==> config.mk <==
export PLATFORM = sky130hd
export DESIGN_NAME = exception_unit_flat
export DESIGN_NICKNAME = d
export VERILOG_FILES = /design/src/rtl/exception_unit_if.sv /design/src/rtl/exception_unit.sv /design/src/flat_wrapper.sv
export SDC_FILE = /design/constraint.sdc
export NUM_CORES = 1
export LEC_CHECK = 0
export BUFFER_PORTS_ARGS = -buffer_cell sky130_fd_sc_hd__buf_2
export CAP_MARGIN = 30
export CORE_ASPECT_RATIO = 1.75
export CORE_UTILIZATION = 40
export CTS_CLUSTER_DIAMETER = 150
export CTS_CLUSTER_SIZE = 24
export DETAILED_ROUTE_END_ITERATION = 6
export PLACE_DENSITY_LB_ADDON = 0.08
export SLEW_MARGIN = 20
export SYNTH_ARGS = -nofsm -noshare
export SYNTH_HDL_FRONTEND = slang
export SYNTH_SLANG_ARGS = --single-unit
==> constraint.sdc <==
create_clock -name clk -period 1.93 [get_ports clk]
set_clock_uncertainty 0.1 [all_clocks]
set_input_delay 0.2895 -clock clk [delete_from_list [all_inputs] [get_ports clk]]
set_output_delay 0.2895 -clock clk [all_outputs]
set_load 0.01 [all_outputs]
==> src/rtl/exception_unit_if.sv <==
// Commit-stage and COP0 bundle between the pipeline, COP0 and exception_unit.
// The slave modport is the exception unit's view; master is the surrounding pipeline/COP0.
interface exception_unit_if;
   logic        mem_valid;
   logic [31:0] mem_pc;
   logic        mem_bd;
   logic        mem_eret;
   logic        mem_adel_if;
   logic        mem_ri;
   logic        mem_ov;
   logic        mem_sys;
   logic        mem_bp;
   logic        mem_adel_ld;
   logic        mem_ades;
   logic [31:0] mem_badvaddr;
   logic        allow_interrupt;
   logic [7:0]  interrupt_flag;
   logic [31:0] epc_address;

   logic        exp_en;
   logic        exp_badvaddr_en;
   logic        exp_bd;
   logic [4:0]  exp_code;
   logic [31:0] exp_badvaddr;
   logic [31:0] exp_epc;
   logic        flush;
   logic        redirect_valid;
   logic [31:0] redirect_pc;

   modport slave (
      input  mem_valid, mem_pc, mem_bd, mem_eret, mem_adel_if, mem_ri, mem_ov,
             mem_sys, mem_bp, mem_adel_ld, mem_ades, mem_badvaddr,
             allow_interrupt, interrupt_flag, epc_address,
      output exp_en, exp_badvaddr_en, exp_bd, exp_code, exp_badvaddr, exp_epc,
             flush, redirect_valid, redirect_pc
   );

   modport master (
      output mem_valid, mem_pc, mem_bd, mem_eret, mem_adel_if, mem_ri, mem_ov,
             mem_sys, mem_bp, mem_adel_ld, mem_ades, mem_badvaddr,
             allow_interrupt, interrupt_flag, epc_address,
      input  exp_en, exp_badvaddr_en, exp_bd, exp_code, exp_badvaddr, exp_epc,
             flush, redirect_valid, redirect_pc
   );
endinterface

==> src/rtl/exception_unit.sv <==
// Commit-point exception/interrupt arbiter: picks the highest-priority event, pulses the
// COP0 write port, flush and PC redirect for one cycle, then blanks commit for a drain window.
module exception_unit #(
   parameter logic [31:0] EXC_VECTOR   = 32'hBFC0_0380,
   parameter int          DRAIN_CYCLES = 3
) (
   input  logic                 clk,
   input  logic                 rst,
   input  logic [5:0]           hw_int,
   output logic [5:0]           int_pending,
   exception_unit_if.slave      bus
);

   typedef enum logic {IDLE, DRAIN} state_t;

   state_t      state, state_next;
   logic [3:0]  cnt, cnt_next;
   logic [5:0]  int_sync;
   logic        int_req;
   logic [31:0] epc_value;

   logic        exp_en_d, exp_badvaddr_en_d, exp_bd_d, flush_d, redirect_valid_d;
   logic [4:0]  exp_code_d;
   logic [31:0] exp_badvaddr_d, exp_epc_d, redirect_pc_d;
   logic        take, is_exc;
   logic        unused_flag_bits;

   assign unused_flag_bits = ^bus.interrupt_flag[1:0];
   assign int_req   = bus.allow_interrupt & |(int_pending & bus.interrupt_flag[7:2]);
   assign epc_value = bus.mem_bd ? bus.mem_pc - 32'd4 : bus.mem_pc;

   // NOTE: sequential state uses non-blocking assignments so every flop samples pre-edge values.
   always_ff @(posedge clk or negedge rst) begin
      if (!rst) begin
         int_sync    <= '0;
         int_pending <= '0;
      end else begin
         int_sync    <= hw_int;
         int_pending <= int_sync;
      end
   end

   // NOTE: every always_comb output gets a default first so no path can infer a latch.
   always_comb begin
      state_next        = state;
      cnt_next          = cnt;
      exp_en_d          = 1'b0;
      exp_badvaddr_en_d = 1'b0;
      exp_bd_d          = 1'b0;
      exp_code_d        = 5'h00;
      exp_badvaddr_d    = 32'h0;
      exp_epc_d         = 32'h0;
      flush_d           = 1'b0;
      redirect_valid_d  = 1'b0;
      redirect_pc_d     = 32'h0;
      take              = 1'b0;
      is_exc            = 1'b0;

      case (state)
         IDLE: begin
            if (bus.mem_valid) begin
               is_exc = 1'b1;
               if (int_req)                exp_code_d = 5'h00;
               else if (bus.mem_adel_if) begin
                  exp_code_d        = 5'h04;
                  exp_badvaddr_en_d = 1'b1;
                  exp_badvaddr_d    = bus.mem_pc;
               end
               else if (bus.mem_ri)        exp_code_d = 5'h0A;
               else if (bus.mem_ov)        exp_code_d = 5'h0C;
               else if (bus.mem_sys)       exp_code_d = 5'h08;
               else if (bus.mem_bp)        exp_code_d = 5'h09;
               else if (bus.mem_adel_ld) begin
                  exp_code_d        = 5'h04;
                  exp_badvaddr_en_d = 1'b1;
                  exp_badvaddr_d    = bus.mem_badvaddr;
               end
               else if (bus.mem_ades) begin
                  exp_code_d        = 5'h05;
                  exp_badvaddr_en_d = 1'b1;
                  exp_badvaddr_d    = bus.mem_badvaddr;
               end
               else                        is_exc = 1'b0;

               take = is_exc | bus.mem_eret;
            end

            if (take) begin
               flush_d          = 1'b1;
               redirect_valid_d = 1'b1;
               state_next       = DRAIN;
               cnt_next         = 4'(DRAIN_CYCLES);
            end

            // An exception on the ERET itself takes the vector; a clean ERET returns to EPC.
            if (is_exc) begin
               exp_en_d      = 1'b1;
               exp_epc_d     = epc_value;
               exp_bd_d      = bus.mem_bd;
               redirect_pc_d = EXC_VECTOR;
            end else if (take) begin
               redirect_pc_d = bus.epc_address;
            end else begin
               exp_code_d = 5'h00;
            end
         end

         DRAIN: begin
            cnt_next = cnt - 4'd1;
            if (cnt <= 4'd1) state_next = IDLE;
         end

         default: state_next = IDLE;
      endcase
   end

   // All outputs are single-cycle pulses: they reload from the decision each cycle.
   always_ff @(posedge clk or negedge rst) begin
      if (!rst) begin
         state               <= IDLE;
         cnt                 <= '0;
         bus.exp_en          <= 1'b0;
         bus.exp_badvaddr_en <= 1'b0;
         bus.exp_bd          <= 1'b0;
         bus.exp_code        <= 5'h00;
         bus.exp_badvaddr    <= 32'h0;
         bus.exp_epc         <= 32'h0;
         bus.flush           <= 1'b0;
         bus.redirect_valid  <= 1'b0;
         bus.redirect_pc     <= 32'h0;
      end else begin
         state               <= state_next;
         cnt                 <= cnt_next;
         bus.exp_en          <= exp_en_d;
         bus.exp_badvaddr_en <= exp_badvaddr_en_d;
         bus.exp_bd          <= exp_bd_d;
         bus.exp_code        <= exp_code_d;
         bus.exp_badvaddr    <= exp_badvaddr_d;
         bus.exp_epc         <= exp_epc_d;
         bus.flush           <= flush_d;
         bus.redirect_valid  <= redirect_valid_d;
         bus.redirect_pc     <= redirect_pc_d;
      end
   end

endmodule

==> src/flat_wrapper.sv <==
// flat-port wrapper written by rule: the top's interface ports become plain ports
module exception_unit_flat 
#(
   parameter logic [31:0] EXC_VECTOR   = 32'hBFC0_0380,
   parameter int          DRAIN_CYCLES = 3
)
  (clk, rst, hw_int, int_pending, bus_mem_valid, bus_mem_pc, bus_mem_bd, bus_mem_eret, bus_mem_adel_if, bus_mem_ri, bus_mem_ov, bus_mem_sys, bus_mem_bp, bus_mem_adel_ld, bus_mem_ades, bus_mem_badvaddr, bus_allow_interrupt, bus_interrupt_flag, bus_epc_address, bus_exp_en, bus_exp_badvaddr_en, bus_exp_bd, bus_exp_code, bus_exp_badvaddr, bus_exp_epc, bus_flush, bus_redirect_valid, bus_redirect_pc);
  exception_unit_if bus_i ();
  input  logic clk;
  input  logic rst;
  input  logic [5:0] hw_int;
  output logic [5:0] int_pending;
  input wire logic [$bits(bus_i.mem_valid)-1:0] bus_mem_valid;
  input wire logic [$bits(bus_i.mem_pc)-1:0] bus_mem_pc;
  input wire logic [$bits(bus_i.mem_bd)-1:0] bus_mem_bd;
  input wire logic [$bits(bus_i.mem_eret)-1:0] bus_mem_eret;
  input wire logic [$bits(bus_i.mem_adel_if)-1:0] bus_mem_adel_if;
  input wire logic [$bits(bus_i.mem_ri)-1:0] bus_mem_ri;
  input wire logic [$bits(bus_i.mem_ov)-1:0] bus_mem_ov;
  input wire logic [$bits(bus_i.mem_sys)-1:0] bus_mem_sys;
  input wire logic [$bits(bus_i.mem_bp)-1:0] bus_mem_bp;
  input wire logic [$bits(bus_i.mem_adel_ld)-1:0] bus_mem_adel_ld;
  input wire logic [$bits(bus_i.mem_ades)-1:0] bus_mem_ades;
  input wire logic [$bits(bus_i.mem_badvaddr)-1:0] bus_mem_badvaddr;
  input wire logic [$bits(bus_i.allow_interrupt)-1:0] bus_allow_interrupt;
  input wire logic [$bits(bus_i.interrupt_flag)-1:0] bus_interrupt_flag;
  input wire logic [$bits(bus_i.epc_address)-1:0] bus_epc_address;
  output wire logic [$bits(bus_i.exp_en)-1:0] bus_exp_en;
  output wire logic [$bits(bus_i.exp_badvaddr_en)-1:0] bus_exp_badvaddr_en;
  output wire logic [$bits(bus_i.exp_bd)-1:0] bus_exp_bd;
  output wire logic [$bits(bus_i.exp_code)-1:0] bus_exp_code;
  output wire logic [$bits(bus_i.exp_badvaddr)-1:0] bus_exp_badvaddr;
  output wire logic [$bits(bus_i.exp_epc)-1:0] bus_exp_epc;
  output wire logic [$bits(bus_i.flush)-1:0] bus_flush;
  output wire logic [$bits(bus_i.redirect_valid)-1:0] bus_redirect_valid;
  output wire logic [$bits(bus_i.redirect_pc)-1:0] bus_redirect_pc;
  assign bus_i.mem_valid = bus_mem_valid;
  assign bus_i.mem_pc = bus_mem_pc;
  assign bus_i.mem_bd = bus_mem_bd;
  assign bus_i.mem_eret = bus_mem_eret;
  assign bus_i.mem_adel_if = bus_mem_adel_if;
  assign bus_i.mem_ri = bus_mem_ri;
  assign bus_i.mem_ov = bus_mem_ov;
  assign bus_i.mem_sys = bus_mem_sys;
  assign bus_i.mem_bp = bus_mem_bp;
  assign bus_i.mem_adel_ld = bus_mem_adel_ld;
  assign bus_i.mem_ades = bus_mem_ades;
  assign bus_i.mem_badvaddr = bus_mem_badvaddr;
  assign bus_i.allow_interrupt = bus_allow_interrupt;
  assign bus_i.interrupt_flag = bus_interrupt_flag;
  assign bus_i.epc_address = bus_epc_address;
  assign bus_exp_en = bus_i.exp_en;
  assign bus_exp_badvaddr_en = bus_i.exp_badvaddr_en;
  assign bus_exp_bd = bus_i.exp_bd;
  assign bus_exp_code = bus_i.exp_code;
  assign bus_exp_badvaddr = bus_i.exp_badvaddr;
  assign bus_exp_epc = bus_i.exp_epc;
  assign bus_flush = bus_i.flush;
  assign bus_redirect_valid = bus_i.redirect_valid;
  assign bus_redirect_pc = bus_i.redirect_pc;
  exception_unit #(.EXC_VECTOR(EXC_VECTOR), .DRAIN_CYCLES(DRAIN_CYCLES)) u_core (.clk(clk), .rst(rst), .hw_int(hw_int), .int_pending(int_pending), .bus(bus_i));
endmodule
==> results of run 1 <==
-- stage by stage --
stage,TNS [ns],util,instance area (um^2)
after floorplan,0,-,5020
after global placement,-16.54,0.541,6560
after detailed placement,-14.58,0.541,6560
after CTS,-2.30,0.618,7500
after global routing,-8.31,0.638,7740
final,-2.21,0.638,7740
-- worst max-delay path: cells and delay by family (launching register included) --
kind	cells	cell delay [ns]
AO/OA/AOI/OAI	2	0.52
buffers and inverters	3	0.45
flip-flops	1	0.38
AND/OR/NAND/NOR	3	0.48
-- repair_timing --
item,CTS,global route
resized for setup,8,46
pin swaps,13,21
gates cloned,0,3
endpoints found under the hold margin,52,0
buffers inserted,1,1
endpoints found under the setup margin,104,94
hold buffers,29,0
-- layout by cell type (no fill, tap or decap), types with 17 or more instances in the layout --
| cell type | Yosys | final |
|---|---|---|
| dlygate4sd3_1 | 0 | 29 |
| and2_1 | 22 | 21 |
| clkbuf_16 | 0 | 20 |
| mux2i_1 | 32 | 32 |
| buf_2 | 7 | 230 |
| nand2_1 | 21 | 20 |
| nor2_4 | 0 | 18 |
| nor2_1 | 74 | 51 |
| dfrtp_1 | 121 | 121 |
| a21oi_1 | 17 | 17 |
| xnor2_1 | 25 | 25 |
| buf_4 | 7 | 25 |
-- cell families after synthesis --
kind of cell | count (synthesis)
AO/OA/AOI/OAI | 30
multiplexers | 32
buffers and inverters | 32
AND/OR/NAND/NOR | 175
other | 1
XOR/XNOR | 29
adder cells (fa/ha/maj) | 3
flip-flops | 121
-- routing by layer --
layer  vias to the layer above  global-route usage  part of all wire
li1                       1989                   -                 -
met1                      1974               0.210              0.35
met2                       158               0.410              0.57
met3                        17              0.0713             0.064
met4                         0              0.0850             0.016
met5                         -                   0                 0
-- cell type report --
type                       instances  area share
antenna                            1    0.000323
clock buffer                      18      0.0567
clock inverter                    14      0.0205
inverter                           9     0.00469
multi-input combinational        270       0.260
sequential                       121       0.391
tap                              165      0.0267
timing repair buffer             296       0.240
-- power breakdown --
part / leakage [nW] / switching, mW / internal, mW
clock: 0.294 / 1.19 / 1.96
combinational: 2.19 / 0.811 / 0.691
sequential: 1.62 / 0.0959 / 2.82
total: 4.11 / 2.10 / 5.47
-- worst max-delay path by stage --
stage | start | slack, ns | endpoint | depth (start not counted)
6_report | u_core.int_pending[0]$_DFF_PN0_ | -0.06 | u_core.bus.exp_badvaddr[26]$_DFF_PN0_ | 8
5_1_grt | u_core.int_pending[0]$_DFF_PN0_ | -0.12 | u_core.bus.exp_badvaddr[26]$_DFF_PN0_ | 8
4_1_cts | u_core.int_pending[5]$_DFF_PN0_ | -0.07 | u_core.cnt[0]$_DFFE_PN0P_ | 7
3_5_place_dp | u_core.int_pending[0]$_DFF_PN0_ | -0.25 | u_core.bus.exp_epc[14]$_DFF_PN0_ | 7
3_3_place_gp | bus_interrupt_flag[2] | -0.27 | u_core.bus.exp_epc[29]$_DFF_PN0_ | 8
2_1_floorplan | u_core.int_pending[0]$_DFF_PN0_ | 0.08 | u_core.bus.exp_epc[23]$_DFF_PN0_ | 7
-- state kept, by name (all words and copies together), names as in the netlist, 4 cells and up --
| name | cells |
|---|---|
| u_core.bus.exp_badvaddr | 32 |
| u_core.bus.exp_epc | 32 |
| u_core.cnt | 4 |
| u_core.bus.redirect_pc | 32 |
| u_core.int_sync | 6 |
| u_core.int_pending | 6 |
| u_core.bus.exp_code | 4 |
==> summary.md, run 1 <==
| Metric | Value |
|---|---|
| WL per Instance | `15.4 um` |
| Warning count from the yosys run | `0` |
| I/O pins | `roughly 240` |
| Worst skew pair latency | `just over 0.4 ns` |
| Worst Hold Class | `primary input to flop` |
| Total grt overflow | `0` |
| Dpl cells | `827` |
| Leakage | `4.11 nW` |
| CTS tree | `done` |
| Peak supply drop | `between 0.0005 and 0.0006 V` |
| Area occupied by multi-input gates | `2010 um^2` |
| Final WS setup | `-0.0618 ns` |
| Vias | `between 4000 and 5000` |
| Routed WL | `13800 um` |
| XOR/XNOR Fraction of Synth Area | `0.0506` |
| H-tree depth | `4` |
| Pre-CTS setup slack | `-0.249 ns` |
| Req. time, crit path | `approximately 2.2 ns` |
| Start of the worst register-to-register path | `u_core.int_pending[0]$_DFF_PN0_` |
| Commonest cells post-synth | `121 x dfrtp_1, 74 x nor2_1, 32 x mux2i_1, 25 x xnor2_1, 22 x and2_1` |
| Post-synth EDFFs | `0` |
| Reg2reg path depth | `8` |
| R2r endpoint | `u_core.bus.exp_badvaddr[26]$_DFF_PN0_` |
| Die X | `86.7 um` |
| WHS Endpoint | `u_core.bus.exp_badvaddr[19]$_DFF_PN0_` |
| Post-Syn Area | `5020 um^2` |
| Area leader, netlist | `dfrtp_1` |
| Synthesized net count | `~550` |
| Largest net degree at the start of global routing | `45` |
| Die area | `13000 um^2` |
| Layout cells sized above 1 | `0.492` |
| Max frequency | `502 MHz` |
| Num CTS Buffers | `17` |
| Largest family of logic cells by synthesized area | `simple AND/OR/NAND/NOR gates` |
| Clock sink count | `between 100 and 150` |
| Fillers | `1012` |
| Hold Path Stages | `3` |
| Routability cong. | `between 0.7 and 0.8` |
| CP startpoint kind | `flop` |
| Area growth, synth to finish | `54.3%` |
| #FFs+latches synth | `121` |
| CP arrival | `around 2.2 ns` |
| Post-DRT Antenna Nets | `0` |
| Nets | `around 840` |
| DRC errors left | `0` |
| Fin. max-slew vios | `0` |
| Compound-Gate Fraction of Synth Area | `0.0369` |
| Port Buffers | `approximately 230` |
| RSZ-0062 raised after global routing | `true` |
| Max cap viols | `0` |
| Design Power | `7.57 mW` |
| Sequential element share of the synthesized area | `0.603` |
| Failing checks | `negative setup slack` |
| Core ar. | `12100 um^2` |
| Root Driver | `clkbuf_16` |
| Setup slack, reg-to-reg | `-0.06 ns` |
| Row cnt | `53` |
| DR iter-0 viols | `110` |
| CP Capture Type | `flop` |
| Tcrit/Tclk final | `1.03` |
| Hold_sp | `bus_mem_badvaddr[19]` |
| CP max FO | `12` |
| Async set or reset register ratio after synthesis | `1.00` |
| Dpl hpwl | `9850 um` |
| Number of global-route vias before repair | `4208` |
| Area share of fa/ha/maj cells after synthesis | `0.00748` |
| Number of unique standard cell types used by synthesis | `51` |
| Fin crit period | `1.99 ns` |
| Die height | `150 um` |
| Initial Util | `0.413` |
| Synth top area share | `0.603` |
| Main synth FF type | `dfrtp_1` |
| Critical-path cell list | `a22o_1 > o31ai_4 > buf_4 > buf_4 > nand2_2 > or2_4 > clkbuf_16 > nor2_1` |
| PwrDens | `978 nW/um^2` |
| Simple-Gate Fraction of Synth Area | `0.204` |
| Tot GR Track Use | `0.216` |
| Final Non-Filler Cells | `894` |
| Top cells by area, synth | `dfrtp_1 60%, mux2i_1 6.4%, nor2_1 5.5%, xnor2_1 4.4%, and2_1 2.7%` |
| Final setup viols | `80` |
| Cell repeated most along the worst path | `buf_4` |
| Fin. Hold Viols | `0` |
| Clock tree buffer depth | `2` |
| Vias/cell | `between 4 and 5` |
| Most common cell in the netlist | `dfrtp_1` |
| Multiplexer share of the synthesized area | `0.0638` |
| Hold_ws | `~0.015 ns` |
| Sequential Area | `3030 um^2` |
| Run status | `finished, violations left` |
| Syn avg cell area | `11.9 um^2` |
| Synth Instances | `423` |
| Clock transition at path regs | `approximately 0.06 ns` |
| Drt pass-1 iters | `4` |
| Setup Crit Path Kind | `flop to flop` |
| CP peak stage delay | `approximately 0.38 ns` |
| Initial antenna violation count | `1` |
| Slowest cell on the critical path | `dfrtp_1` |
| First-pass GRT wire length | `20900 um` |
Power figures use the tool's default switching activity.
==> inputs of run 2 (changes only) <==
--- a/config.mk
+++ b/config.mk
@@ -12,7 +12,8 @@
 export CTS_CLUSTER_DIAMETER = 150
 export CTS_CLUSTER_SIZE = 24
 export DETAILED_ROUTE_END_ITERATION = 6
-export PLACE_DENSITY_LB_ADDON = 0.08
+export PLACE_DENSITY = 0.77
+export SETUP_SLACK_MARGIN = 0.3
 export SLEW_MARGIN = 20
 export SYNTH_ARGS = -nofsm -noshare
 export SYNTH_HDL_FRONTEND = slang
==> constraint.sdc (replaced) <==
create_clock -name clk -period 1.9 [get_ports clk]
set_clock_uncertainty 0.1 [all_clocks]
set_input_delay 0.285 -clock clk [delete_from_list [all_inputs] [get_ports clk]]
set_output_delay 0.285 -clock clk [all_outputs]
set_load 0.01 [all_outputs]
==> summary.md, run 2 (same netlist as run 1, synthesis figures left out) <==
| Metric | Value |
|---|---|
| Run status | `finished, violations left` |
| Failing checks | `negative setup slack` |
| Worst skew pair latency | `0.39 ns (-0.02 ns)` |
| Max frequency | `512 MHz (+2.1%)` |
| CTS tree | `done` |
| Fin crit period | `1.95 ns (-0.0403 ns)` |
| Num CTS Buffers | `17 (unchanged)` |
| Die height | `150 um (unchanged)` |
| CP peak stage delay | `0.38 ns (about the same)` |
| Post-DRT Antenna Nets | `0 (unchanged)` |
| Max cap viols | `0 (unchanged)` |
| Commonest non-fill, non-tap cells in the layout | `230 x buf_2, 121 x dfrtp_1, 37 x nor2_1` |
| Worst Hold Class | `primary input to flop` |
| Row cnt | `53 (unchanged)` |
| CP arrival | `2.14 ns (-0.09 ns)` |
| Die X | `86.7 um (unchanged)` |
| Core ar. | `12100 um^2 (unchanged)` |
| Leakage | `4.13 nW (+0.59%)` |
| Port Buffers | `231 (unchanged)` |
| Fin. Hold Viols | `0 (unchanged)` |
| H-tree depth | `4 (unchanged)` |
| Initial antenna violation count | `0 (-1)` |
| Setup slack, reg-to-reg | `-0.05 ns (about the same)` |
| Area growth, synth to finish | `57.1%` |
| Worst Max-Slew Pin Slew | `0.529 ns` |
| Tcrit/Tclk final | `1.03 (-0.00494)` |
| DR iter-0 viols | `123 (+12%)` |
| Hold Path Stages | `2 (-1)` |
| Final setup viols | `59 (-26%)` |
| CP max FO | `12 (unchanged)` |
| Drt pass-1 iters | `4 (unchanged)` |
| Slowest cell on the critical path | `dfrtp_1` |
| Root Driver | `clkbuf_16` |
| Tot GR Track Use | `0.220 (+0.00449)` |
| DRC errors left | `0 (unchanged)` |
| Nets | `839 (-0.24%)` |
| RSZ-0062 raised after global routing | `true` |
| Clock transition at path regs | `0.06 ns (about the same)` |
| Die area | `13000 um^2 (unchanged)` |
| Dpl cell area | `6610 um^2 (+0.71%)` |
| Vias | `4252 (+2.8%)` |
| Fillers | `911 (-10%)` |
| Largest net degree at the start of global routing | `60 (+33%)` |
| Fin. max-slew vios | `0 (unchanged)` |
| WHS Endpoint | `u_core.bus.redirect_pc[14]$_DFF_PN0_` |
| Reg2reg path depth | `7 (-1)` |
| First-pass GRT wire length | `21500 um (+2.8%)` |
| Routability cong. | `0.846 (+11%)` |
| Hold_ws | `0.0165 ns (+0.00139 ns)` |
| Hold_sp | `bus_epc_address[14]` |
| Req. time, crit path | `2.08 ns (-0.09 ns)` |
| Routed WL | `14900 um (+8.0%)` |
| Total grt overflow | `0 (unchanged)` |
| CP Capture Type | `flop` |
| Final WS setup | `-0.0515 ns (+0.0103 ns)` |
| Clock tree buffer depth | `2 (unchanged)` |
| Setup Crit Path Kind | `flop to flop` |
| Most common library cell in the layout ignoring fill and taps | `buf_2` |
| Biggest registers after layout | `u_core.bus.exp_badvaddr (32), u_core.bus.exp_epc (32), u_core.bus.redirect_pc (32)` |
| Critical-path cell list | `a22o_1 > o31ai_1 > buf_4 > and4bb_2 > nand2b_4 > buf_12 > nor2_1` |
| WL per Instance | `16.7 um (+8.4%)` |
| I/O pins | `235 (unchanged)` |
| CP startpoint kind | `flop` |
| Start of the worst register-to-register path | `u_core.int_pending[5]$_DFF_PN0_` |
| Number of global-route vias before repair | `4477 (+6.4%)` |
| Dpl hpwl | `10000 um (+1.6%)` |
| Cell area after layout | `7880 um^2 (+1.8%)` |
| PwrDens | `992 nW/um^2 (+1.5%)` |
| R2r endpoint | `u_core.bus.exp_epc[9]$_DFF_PN0_` |
| Initial Util | `0.413 (unchanged)` |
| Total Neg Setup Slack | `-1.45 ns (+0.760 ns)` |
| Ant. Diodes | `0 (-1)` |
| Layout cells sized above 1 | `0.531 (+0.0393)` |
| Clock sink count | `121 (unchanged)` |
| Peak supply drop | `0.000639 V (+9.9%)` |
| Vias/cell | `4.78 (+3.2%)` |
| Fin util | `0.649 (+0.0113)` |
| Worst slew margin | `0.647` |
run 2: cell types whose count changed in the layout (fill, tap and decap cells not counted), sizes merged:
cell	delta
buf	+5
bufinv	+1
clkbuf	-1
clkinv	-2
clkinvlp	+3
diode	-1
dlygate4sd3	-6
inv	-3
run 2: timing repair:
action | in CTS | in global routing
buffers inserted | 3 | 1
gates cloned | 1 | 4
resized for setup | 69 | 22
hold endpoints to repair | 44 | 0
hold buffers | 23 | 0
pin swaps | 5 | 3
setup endpoints to repair | 107 | 107
run 2: report_power, final:
group | internal, mW | total [mW] | switching [mW]
combinational | 0.692 | 1.56 | 0.867
sequential | 2.86 | 2.99 | 0.127
clock | 2.10 | 3.27 | 1.17
total | 5.66 | 7.82 | 2.16
run 2: stage by stage:
step	std cells	setup slack [ns]	total power [mW]
finish	890	-0.0515	7.82
global route	890	-0.108	8.15
CTS	885	-0.0430	7.78
detailed placement	827	-0.0917	4.36
global placement	827	-0.0658	4.30
floorplan	423	0.0989	3.70
run 2: layout make-up:
| type | instances | area (um^2) | area share |
|---|---|---|---|
| multi-input combinational | 270 | 2130 | 0.271 |
| sequential | 121 | 3030 | 0.384 |
| clock buffer | 18 | 439 | 0.0557 |
| tap | 165 | 206 | 0.0262 |
| clock inverter | 13 | 169 | 0.0214 |
| timing repair buffer | 294 | 1870 | 0.238 |
| inverter | 9 | 33.8 | 0.00429 |
run 2: how the worst max path moves through the flow:
stage / start / endpoint / slack (ns) / cells past startpoint
4_1_cts: u_core.int_pending[5]$_DFF_PN0_ / u_core.bus.exp_epc[17]$_DFF_PN0_ / -0.04 / 7
6_report: u_core.int_pending[5]$_DFF_PN0_ / u_core.bus.exp_epc[9]$_DFF_PN0_ / -0.05 / 7
3_5_place_dp: bus_interrupt_flag[7] / u_core.bus.redirect_pc[30]$_DFF_PN0_ / -0.09 / 8
2_1_floorplan: u_core.int_pending[5]$_DFF_PN0_ / u_core.bus.exp_epc[30]$_DFF_PN0_ / 0.1 / 7
3_3_place_gp: bus_interrupt_flag[7] / u_core.bus.redirect_pc[21]$_DFF_PN0_ / -0.07 / 8
5_1_grt: u_core.int_pending[5]$_DFF_PN0_ / u_core.state$_DFF_PN0_ / -0.11 / 8
run 2: metal layers:
metal	vias to the layer above	GRT usage	part of all wire
met5	-	0	0.00040
met3	37	0.0587	0.063
met2	195	0.419	0.55
met4	2	0.116	0.041
li1	1983	-	-
met1	2035	0.210	0.34
run 2: critical path: cells and delay by family (launching register included):
family | cells | cell delay (ns)
AND/OR/NAND/NOR | 3 | 0.57
AO/OA/AOI/OAI | 2 | 0.46
flip-flops | 1 | 0.38
buffers and inverters | 2 | 0.31
==> inputs of run 3 (changes only) <==
==> constraint.sdc (replaced) <==
create_clock -name clk -period 1.8 [get_ports clk]
set_clock_uncertainty 0.1 [all_clocks]
set_input_delay 0.27 -clock clk [delete_from_list [all_inputs] [get_ports clk]]
set_output_delay 0.27 -clock clk [all_outputs]
set_load 0.01 [all_outputs]
==> summary.md, run 3 (same netlist as run 1, synthesis figures left out) <==
| Metric | Value |
|---|---|
| Die height | `150 um (unchanged)` |
| CP max FO | `4 (-8)` |
| Failing checks | `negative setup slack` |
| Post-DRT Antenna Nets | `0 (unchanged)` |
| Routability cong. | `0.778 (-8.0%)` |
| PwrDens | `1030 nW/um^2 (+4.0%)` |
| Sw Share | `0.289 (+0.0121)` |
| RSZ-0062 raised after global routing | `true` |
| CTS tree | `done` |
| Area growth, synth to finish | `62.2%` |
| Fin. Hold Viols | `0 (unchanged)` |
| Initial antenna violation count | `1 (+1)` |
| Req. time, crit path | `1.99 ns (-0.09 ns)` |
| Root Driver | `clkbuf_16` |
| Dpl hpwl | `10200 um (+2.1%)` |
| Pint | `5.98 mW (+5.7%)` |
| WL per Instance | `17.1 um (+2.4%)` |
| Row cnt | `53 (unchanged)` |
| DRC errors left | `0 (unchanged)` |
| Final WS setup | `-0.169 ns (-0.118 ns)` |
| CP Capture Type | `flop` |
| CP arrival | `2.16 ns (+0.02 ns)` |
| Total grt overflow | `0 (unchanged)` |
| Port Buffers | `231 (unchanged)` |
| Worst Max-Slew Pin Slew | `0.538 ns (+0.00907 ns)` |
| Tot GR Track Use | `0.236 (+0.0159)` |
| Die X | `86.7 um (unchanged)` |
| Leakage | `4.30 nW (+4.0%)` |
| Ant. Diodes | `0 (unchanged)` |
| Largest net degree at the start of global routing | `57 (-5.0%)` |
| Core ar. | `12100 um^2 (unchanged)` |
| Number of global-route vias before repair | `4768 (+6.5%)` |
| Worst slew margin | `0.641 (-0.00679)` |
| Layout cells sized above 1 | `0.530 (-0.00123)` |
| Peak supply drop | `0.000640 V (+0.21%)` |
| Fin. max-slew vios | `0 (unchanged)` |
| Max frequency | `508 MHz (-0.91%)` |
| Worst Hold Class | `primary input to flop` |
| NetSw | `2.42 mW (+12%)` |
| Routed WL | `15700 um (+5.8%)` |
| First-pass GRT wire length | `22900 um (+6.8%)` |
| Clock tree buffer depth | `2 (unchanged)` |
| I/O pins | `235 (unchanged)` |
| Initial Util | `0.413 (unchanged)` |
| Commonest non-fill, non-tap cells in the layout | `230 x buf_2, 121 x dfrtp_1, 42 x nor2_1` |
| Die area | `13000 um^2 (unchanged)` |
| Combinational Power Share | `0.223 (+0.024)` |
| Drt pass-1 iters | `4 (unchanged)` |
| Setup Crit Path Kind | `flop to flop` |
| Most common library cell in the layout ignoring fill and taps | `buf_2` |
| H-tree depth | `4 (unchanged)` |
| Worst skew pair latency | `0.40 ns (about the same)` |
| Nets | `868 (+3.5%)` |
| Biggest registers after layout | `u_core.bus.exp_badvaddr (32), u_core.bus.exp_epc (32), u_core.bus.redirect_pc (32)` |
| DR iter-0 viols | `169 (+37%)` |
| Run status | `finished, violations left` |
| Clock power share | `0.404 (-0.014)` |
| Clock sink count | `121 (unchanged)` |
| Max cap viols | `0 (unchanged)` |
| Vias | `4415 (+3.8%)` |
| Flop pwr share | `0.373 (-0.009)` |
| Pre-CTS setup slack | `-0.194 ns (-0.102 ns)` |
| Vias/cell | `4.80 (+0.45%)` |
| Final setup viols | `104 (+76%)` |
| Clock transition at path regs | `0.06 ns (about the same)` |
| Num CTS Buffers | `17 (unchanged)` |
| Fin crit period | `1.97 ns (+0.0180 ns)` |
| CP startpoint kind | `flop` |
| Total Neg Setup Slack | `-12.78 ns (-11.33 ns)` |
| Tcrit/Tclk final | `1.09 (+0.0671)` |
-- run 3: power groups by stage --
| stage | clock, mW | combinational (mW) | sequential (mW) |
|---|---|---|---|
| final | 3.39 | 1.87 | 3.14 |
| after floorplan | 0 | 0.597 | 3.30 |
| after global routing | 3.58 | 2.01 | 3.17 |
| after detailed placement | 0 | 1.45 | 3.18 |
| after global placement | 0 | 1.40 | 3.17 |
| after CTS | 3.46 | 1.68 | 3.13 |
-- run 3: critical path, cell delays in order (launching register included) --
cell and delay (ns):
dfrtp_1 0.37, a22o_1 0.22, o31ai_2 0.24, buf_4 0.16, and4bb_2 0.30, buf_6 0.13
buf_6 0.11, a21oi_4 0.06, a21o_1 0.17
-- run 3: layout make-up --
| cell class | instances | area (um^2) |
|---|---|---|
| flip-flops and latches | 121 | 3030 |
| repair buffers | 322 | 2220 |
| clock buffers | 18 | 429 |
| well taps | 165 | 206 |
| inverters | 9 | 33.8 |
| multi-input cells | 271 | 2070 |
| fillers | 906 | 4000 |
| clock inverters | 14 | 160 |
-- run 3: timing repair --
| item | in CTS | in global routing |
|---|---|---|
| endpoints found under the setup margin | 109 | 109 |
| setup buffers | 6 | 1 |
| hold endpoints to repair | 152 | 0 |
| hold buffers | 32 | 0 |
| resized for setup | 46 | 31 |
| gates cloned | 3 | 4 |
| pin swaps | 4 | 5 |
-- run 3: metal layers --
layer | vias to the layer above | wire [um] | GRT usage
li1 | 2048 | - | -
met1 | 2104 | 5570 | 0.228
met2 | 221 | 8630 | 0.440
met3 | 40 | 957 | 0.0724
met4 | 2 | 544 | 0.125
met5 | - | 13 | 0
-- run 3: path summary, 6_finish.rpt --
path,from,to,slack [ns],depth (start not counted)
min in group asynchronous,rst,u_core.bus.redirect_pc[3]$_DFF_PN0_,0.18,2
max,u_core.int_pending[0]$_DFF_PN0_,u_core.state$_DFF_PN0_,-0.17,8
min reg2reg,u_core.int_sync[1]$_DFF_PN0_,u_core.int_pending[1]$_DFF_PN0_,0.25,0
max in group asynchronous,rst,u_core.int_pending[4]$_DFF_PN0_,0.85,3
max reg2reg,u_core.int_pending[0]$_DFF_PN0_,u_core.state$_DFF_PN0_,-0.17,8
min,bus_epc_address[12],u_core.bus.redirect_pc[12]$_DFF_PN0_,0.01,2
-- run 3: through the flow --
stage	util	instance area, um^2	hold WS, ns	std cells	total power, mW
final	0.671	8140	0.0119	920	8.40
after detailed placement	0.556	6750	0.0556	842	4.63
after global routing	0.671	8140	0.0000712	920	8.76
after global placement	0.556	6750	0.0507	842	4.57
after CTS	0.655	7950	0.000975	915	8.27
after floorplan	-	5070	-0.126	423	3.90
